==> src/rtl/mem_loader.sv <==
// rtl/mem_loader.sv - bulk stream loader in front of the unified memory write/address port
module mem_loader #(
    parameter int WORD_SIZE = 8,
    parameter int ADDR_SIZE = 8
) (
    input  logic                 i_clk,
    input  logic                 i_rst,
    input  logic                 i_start,
    input  logic                 i_abort,
    input  logic [ADDR_SIZE-1:0] i_base_addr,
    input  logic [ADDR_SIZE:0]   i_length,
    input  logic [WORD_SIZE-1:0] i_in_data,
    input  logic                 i_in_valid,
    output logic                 o_in_ready,
    input  logic [ADDR_SIZE-1:0] i_cpu_addr,
    input  logic [WORD_SIZE-1:0] i_cpu_data,
    input  logic                 i_cpu_en_write,
    output logic [ADDR_SIZE-1:0] o_mem_addr,
    output logic [WORD_SIZE-1:0] o_mem_data_in,
    output logic                 o_mem_en_write,
    output logic                 o_cpu_hold,
    output logic                 o_busy,
    output logic                 o_done,
    output logic                 o_aborted,
    output logic [WORD_SIZE-1:0] o_checksum,
    output logic [ADDR_SIZE:0]   o_words_written
);

    typedef enum logic [1:0] {
        S_IDLE = 2'd0,
        S_LOAD = 2'd1,
        S_DONE = 2'd2
    } state_t;

    state_t               r_state;
    logic [ADDR_SIZE-1:0] r_ptr;
    logic [ADDR_SIZE:0]   r_rem;
    logic [WORD_SIZE-1:0] r_checksum;
    logic [ADDR_SIZE:0]   r_words;
    logic                 r_done;
    logic                 r_aborted;

    logic w_idle;
    logic w_load;
    logic w_accept;

    assign w_idle   = (r_state == S_IDLE);
    assign w_load   = (r_state == S_LOAD);
    // Write strobe and handshake are gated only by the registered state, so
    // a transfer and its memory write always happen on the same edge.
    assign w_accept = w_load & i_in_valid & ~i_abort;

    assign o_in_ready     = w_load & ~i_abort;
    assign o_mem_addr     = w_idle ? i_cpu_addr     : r_ptr;
    assign o_mem_data_in  = w_idle ? i_cpu_data     : i_in_data;
    assign o_mem_en_write = w_idle ? i_cpu_en_write : w_accept;

    assign o_cpu_hold      = ~w_idle;
    assign o_busy          = w_load;
    assign o_done          = r_done;
    assign o_aborted       = r_aborted;
    assign o_checksum      = r_checksum;
    assign o_words_written = r_words;

    always_ff @(posedge i_clk) begin
        if (i_rst) begin
            r_state    <= S_IDLE;
            r_ptr      <= '0;
            r_rem      <= '0;
            r_checksum <= '0;
            r_words    <= '0;
            r_done     <= 1'b0;
            r_aborted  <= 1'b0;
        end else begin
            r_done    <= 1'b0;
            r_aborted <= 1'b0;
            case (r_state)
                S_IDLE: begin
                    if (i_start) begin
                        r_ptr      <= i_base_addr;
                        r_rem      <= i_length;
                        r_checksum <= '0;
                        r_words    <= '0;
                        if (i_length == '0) begin
                            r_state <= S_DONE;
                            r_done  <= 1'b1;
                        end else begin
                            r_state <= S_LOAD;
                        end
                    end
                end
                S_LOAD: begin
                    if (i_abort) begin
                        r_state   <= S_IDLE;
                        r_aborted <= 1'b1;
                    end else if (i_in_valid) begin
                        r_ptr      <= r_ptr + 1'b1;
                        r_rem      <= r_rem - 1'b1;
                        r_checksum <= r_checksum + i_in_data;
                        r_words    <= r_words + 1'b1;
                        if (r_rem == {{ADDR_SIZE{1'b0}}, 1'b1}) begin
                            r_state <= S_DONE;
                            r_done  <= 1'b1;
                        end
                    end
                end
                S_DONE: begin
                    r_state <= S_IDLE;
                end
                default: begin
                    r_state <= S_IDLE;
                end
            endcase
        end
    end

endmodule

==> config.mk <==
export PLATFORM = sky130hd
export DESIGN_NAME = mem_loader
export DESIGN_NICKNAME = d
export VERILOG_FILES = /design/src/rtl/mem_loader.sv
export SDC_FILE = /design/constraint.sdc
export NUM_CORES = 1
export LEC_CHECK = 0
export ABC_AREA = 0
export CAP_MARGIN = 20
export CORE_ASPECT_RATIO = 0.75
export CORE_MARGIN = 1
export CORE_UTILIZATION = 40
export CTS_CLUSTER_SIZE = 25
export DETAILED_ROUTE_END_ITERATION = 10
export GPL_ROUTABILITY_DRIVEN = 1
export HOLD_SLACK_MARGIN = 0.05
export PLACE_DENSITY_LB_ADDON = 0.3
export SYNTH_ARGS = -nofsm -noshare
export SYNTH_HDL_FRONTEND = slang
export SYNTH_SLANG_ARGS = --single-unit
==> constraint.sdc <==
create_clock -name i_clk -period 2.7 [get_ports i_clk]
set_input_delay 0.81 -clock i_clk [delete_from_list [all_inputs] [get_ports i_clk]]
set_output_delay 0.81 -clock i_clk [all_outputs]
set_load 0.05 [all_outputs]
* Word level (Yosys, flattened, before mapping)
Index checks and enable logic that the tools add are counted.
** Word-level totals
- Word-level logic and storage cells :: 62
- Bits in registers :: 38
- Input port bits :: 47
** Operators by class
- Bitwise logic cells :: 6
- Eq/ne operators :: 7
- Multiplexer cells :: 32
- Add/subtract/negate cells :: 4
- Reduce and logical (&&, ||, !) cells :: 6
** Operator list (number)
- 8-bit two-way mux :: 8
- 9-bit two-way mux :: 6
- 9-bit one-hot mux with 2 select lines :: 2
- 8-bit one-hot mux with 2 select lines :: 2
- 2-bit two-way mux :: 5
- 9-bit by 1-bit adder with 9-bit output, second input constant :: 1
- 9-bit by 1-bit == test with 1-bit output, second input constant :: 1
- 9-bit logical NOT :: 1
- 9-bit by 1-bit subtractor with 9-bit output, second input constant :: 1
- 8-bit by 1-bit adder with 8-bit output, second input constant :: 1
- 8-bit adder :: 1
- 1-bit two-way mux :: 7
- 2-bit inequality test, second input constant :: 3
- 2-bit one-hot mux with 2 select lines :: 1
- 4-bit AND reduction :: 1
- 1-bit AND :: 3
- 3-bit by 2-bit inequality test with 1-bit output, second input constant :: 1
- 3-bit inequality test, second input constant :: 1
- 1-bit inverter :: 3
- 3-bit AND reduction :: 1
- 2-bit by 1-bit == test with 1-bit output, second input constant :: 1
- 2-bit logical NOT :: 1
- 1-bit one-hot mux with 2 select lines :: 1
- 2-bit nonzero test :: 1
- 2-bit OR reduction :: 1

* Longest topological paths before layout
- Word-level depth :: 5
- Depth in mapped cells :: 7

* Least setup slack after synthesis
OpenSTA, ideal clock, no wires.
- Path kind :: register -> output
- Start :: register r_state[1]
- End :: output port o_mem_addr[6]
- Stages on the path, launching flop included :: 5
- Path buffers :: 2
- Setup slack :: 0.268 ns
- Arrival time :: 1.622 ns
- Cell sequence :: dfxtp_1 > nor2_1 > clkbuf_1 > clkbuf_1 > mux2_2
** Between the ends
- Cells in the longest elaborated chain, start to end :: 2
** Ends and longest elaborated chain
- start: declaration :: line 35 : state_t r_state;
- start signal: assignment :: line 67 : r_state <= S_IDLE;
- start signal: assignment :: line 85 : r_state <= S_DONE;
- start signal: assignment :: line 88 : r_state <= S_LOAD;
- 2-bit logical NOT :: line 47 : assign w_idle = (r_state == S_IDLE);
- 8-bit two-way mux :: line 54 : assign o_mem_addr = w_idle ? i_cpu_addr : r_ptr;
- end: declaration :: line 18 : output logic [ADDR_SIZE-1:0] o_mem_addr,
Every way passes these cells.

* Worst setup path after layout
- Start :: input port i_abort
- End :: output port o_in_ready
** Between the ends
- Cells in the longest elaborated chain, start to end :: 2
** Ends and longest elaborated chain
- start: declaration :: line 9 : input logic i_abort,
- 1-bit inverter :: line 53 : assign o_in_ready = w_load & ~i_abort;
- 1-bit AND :: line 53
- end: declaration :: line 14 : output logic o_in_ready,
Every way passes these cells.

==> results <==
- The flow ran to the end, and the final reports show no timing, DRC or antenna violations.
- The net count of the finished layout is between 400 and 500.
- The number of max-cap violations is 0.
- The count of final hold-check violations is 0.
- The startpoint-to-endpoint class of the critical path is input pin to output pin.
- STA puts the critical path data required time at roughly 1.9 ns.
- The dominant combinational cell family by area after synthesis is simple AND/OR/NAND/NOR gates.
- The portion of total power attributed to the clock network is 0.255.
- The proportion of power drawn by flip-flops and latches is 0.392.
- The detailed-route DRC error count is 0.
- The average instance area after synthesis is between 8 and 9 um^2.
- The number of enable-type register cells in the synthesized netlist is 0.
- Setup violations remaining at the end of the flow were counted as 0.
- The total standard cell area after synthesis is 2390 um^2.
- The root buffer cell is clkbuf_8.
- The overall overflow remaining after global route is 0.
- Across the VDD grid, the largest voltage drop is around 0.23 mV.
- For this run, the number of standard cells in the final layout without fillers is between 400 and 500.
- The part of the total power dissipated in combinational logic is 0.353.
- The detailed router finished its first iteration with 93 violations.
- The worst-margin pin slew is ~0.56 ns.
- The mean number of vias per cell is between 5 and 6.
- The number of global-route vias before repair is between 2000 and 2500.
- In this run the standard cell core region covers 5550 um^2.
- The number of hold-repair buffers added at the cts stage is 0.
- For this design the static power due to leakage is roughly 1.4 nW.
- The post-CTS resize count is 0.
- The gate count after technology mapping is around 300.
- Of the total synthesized cell area, the portion taken by XOR and XNOR cells is 0.0366.
- Counting every sink on the clock net gives 38.
- The number of H-tree levels is 2.
- The most used flip-flop cell after synthesis is dfxtp_1.
- The number of fillers in the final layout is a little under 500.
- Dividing the detail-routed wire length by the instance count gives 14.1 um.
- Summing all multi-input logic gate instances after layout gives between 1500 and 2000 um^2.
- STA classifies the critical path endpoint as an output pin.
- Measured along the x axis, the die boundary spans 91.3 um.
- The count of pins over their slew limit came to 0.
- The normalized max-slew margin is 0.625.
- The final critical path time including I/O delays and setup is between 2 and 3 ns.
- The kind of start point of the critical path is an input pin.
- Overall power consumption after layout is estimated at ~1.6 mW.
- Once the clock tree was built, the setup fixing pass inserted 0 buffers.
- The critical register-to-register path endpoint is o_checksum[6].
- Once placement completed, the tool counted placed cells totaling 454.
- The HPWL after detailed placement is about 4.9 mm.
- The die covers 6300 um^2.
- The source-to-sink clock delay at the later pin of the worst-skew pair is roughly 0.29 ns.
- The port buffer count is 85.
- The TritonCTS clock tree is yes.
- For this run, the total global-route usage over all layers was measured as 0.218.
- The first global-routing pass estimated 10.9 mm of wire.
- The initial core utilization is 0.431.
- Of the post-synthesis cell area, the part taken by muxes is 0.0753.
- The share of async-settable or async-resettable flops after synthesis is 0.
- The flip-flop and latch count after synthesis is 38.
- For this run, the register share of the synthesized area comes to 0.318.
- The power dissipated by switching net loads is between 0.5 and 0.6 mW.
- The compound-cell area share of the yosys netlist is 0.194.
- Registers take roughly 760 um^2.
- The biggest fanout along the worst timing path is 4.
- The internal power is 1.06 mW.
- At the end of routability-driven placement, the weighted congestion stood at 0.832.
- The total inserted antenna cells is 0.
- The areal power density over the cells is ~450 nW/um^2.
- The area growth from synthesis to layout is 48.3%.
- The number of cell rows is 23.
- The critical path's largest stage delay is just under 0.5 ns.
- The class of the most critical hold timing path is register to register.
- The via count is around 2500.
- The clock arrives with about 0.0052 ns of skew.
- The residual antenna-violating net count after detailed routing is 0.
- The simple-gate share of the synthesized area is 0.260.
- The first detailed-routing pass ran for 4 iterations.
- The share of synthesized cell area in full adder, half adder and majority cells is 0.0659.
- The top-level port count is 86.
- Clock tree synthesis inserted a total of 5 buffers.
- Dividing the final minimum period by the clock period gives 0.971.
- For this run, the top clock speed supported by timing is between 0.3 and 0.4 GHz.
- The fraction of power spent switching nets is 0.336.
- Setup repair after global routing left no endpoint under its margin.
- The critical path goes through clkdlybuf4s50_1 -> nor2_1 -> buf_12.
- In this run the critical register-to-register path is launched from o_checksum[0].
- The number of synthesis warnings is 0.
- Following the worst setup path forward leads to its endpoint at o_in_ready.
- Of the cells placed in the final design, the portion with a size suffix greater than 1 is 0.176.
- The overall routed net length is 6.50 mm.
- The initial antenna violation count came to 0.
- Summed over all failing endpoints, the final setup total negative slack is 0 ns.
- The net count after synthesis is ~350.
- In this run the register-to-register setup slack is 0.82 ns.
- The slowest stage cell on the critical path is clkdlybuf4s50_1.
- The origin of the worst setup path is i_abort.
- The buffer depth of the longest clock path is 2.
- STA puts the critical path data arrival time at between 1.5 and 2 ns.
- The die height is 69.0 um.
- Clock-pin slew was measured on the worst setup and hold paths at 0.07 ns.
- The count of distinct cell types in the synthesized netlist is 52.
- Counting cells, the worst reg-to-reg path comes to 7.
- Entering global routing, the biggest net connects 27 pins.
==> area by class of cell <==
type / count / area share
clock inverters: 1 / 0.00141
well taps: 75 / 0.0264
repair buffers: 102 / 0.300
flip-flops and latches: 38 / 0.214
clock buffers: 7 / 0.0243
inverters: 5 / 0.00529
multi-input cells: 234 / 0.428
==> critical path, delay by kind of cell <==
kind	cells	cell delay, ns
buffers and inverters	2	0.68
and+or+nand+nor	1	0.33
==> layer usage <==
layer,vias to the layer above,part of all wire,GRT usage,wire length [um]
met2,81,0.45,0.366,2940
li1,1257,-,-,-
met3,7,0.063,0.0493,410
met5,-,0,0,0
met4,0,0.0097,0.0734,63
met1,1169,0.47,0.282,3090
==> flip-flops by register name, indices dropped and copies added (netlist names) <==
signal,count
r_ptr,8
o_aborted,1
o_checksum,8
r_state,2
o_done,1
o_words_written,9
r_rem,9
==> logic make-up (layout without fill, tap and decap cells) <==
group	count (synthesis)	count (layout)
adders and majority gates	12	12
xor gates and xnor gates	10	10
buffers and inverters	22	115
muxes	16	16
and+or+nand+nor	123	123
DFF	38	38
AOI/OAI and AO/OA	73	73
==> power groups by stage <==
stage / clock, mW / combinational [mW] / sequential, mW
2_1_floorplan: 0 / 0.323 / 0.640
4_1_cts: 0.418 / 0.563 / 0.623
6_report: 0.406 / 0.562 / 0.624
3_5_place_dp: 0 / 0.559 / 0.636
3_3_place_gp: 0 / 0.551 / 0.634
5_1_grt: 0.440 / 0.604 / 0.629
==> worst min-delay path by stage <==
stage | depth (start not counted) | slack, ns | endpoint | from
CTS | 2 | 0.49 | o_checksum[0] | o_checksum[0]
floorplan | 2 | 0.46 | r_rem[3] | r_rem[3]
detailed placement | 2 | 0.48 | o_checksum[0] | o_checksum[0]
global route | 2 | 0.51 | o_checksum[0] | o_checksum[0]
global placement | 2 | 0.46 | o_checksum[0] | o_checksum[0]
finish | 2 | 0.49 | o_checksum[0] | o_checksum[0]
==> per-stage QoR <==
stage               hold WS (ns)  setup slack, ns   util  cell area, um^2
global placement           0.458          -0.0532  0.622             3460
CTS                        0.489           0.0984  0.639             3550
detailed placement         0.480           -0.133  0.622             3460
floorplan                  0.463            0.268      -             2390
finish                     0.487           0.0788  0.639             3550
global route               0.514           0.0214  0.639             3550
==> cells in the final DEF, fill, tap and decap left out, types with 3 or more instances in the layout <==
cell              n
clkdlybuf4s50_1  65
and2_1            3
nor2_1           32
nand4_1           4
nand3_1          12
inv_1             4
a211oi_1          8
o22ai_1           3
o21ai_0          13
a21oi_1          24
dfxtp_1          38
or3_1             5
mux2_2           16
buf_12           11
nor4_1            5
nand3b_1          6
clkbuf_8          6
nor3_1            8
ha_1             11
xor2_1            5
nand2b_1          4
a21o_1            4
xnor2_1           5
a31oi_1           3
buf_4            26
nand2_1          30
==> cells in the mapped netlist, types with 2 or more instances <==
cell / instances / share of area
nor2_1: 33 / 0.052
nand2_1: 30 / 0.047
buf_2: 2 / 0.0042
o22ai_1: 3 / 0.0078
a221oi_1: 2 / 0.0073
or4_1: 2 / 0.0063
or4_4: 2 / 0.0094
a31oi_1: 3 / 0.0078
a2bb2oi_1: 2 / 0.0073
clkbuf_1: 11 / 0.017
clkbuf_8: 2 / 0.012
o31ai_1: 2 / 0.0063
a21o_1: 4 / 0.013
nand3_1: 12 / 0.025
buf_6: 2 / 0.0094
mux2_2: 16 / 0.075
xor2_1: 5 / 0.018
ha_1: 11 / 0.058
and2_1: 3 / 0.0078
a21oi_1: 25 / 0.052
nand2b_1: 4 / 0.010
a22oi_1: 2 / 0.0063
xnor2_1: 5 / 0.018
or3_1: 5 / 0.013
inv_1: 4 / 0.0063
a211oi_1: 8 / 0.025
dfxtp_1: 38 / 0.32
nand4_1: 4 / 0.010
nand3b_1: 6 / 0.019
nor3_1: 8 / 0.017
o21ai_0: 13 / 0.027
nor4_1: 5 / 0.013
Note: power is estimated with default switching activity, not from simulation.
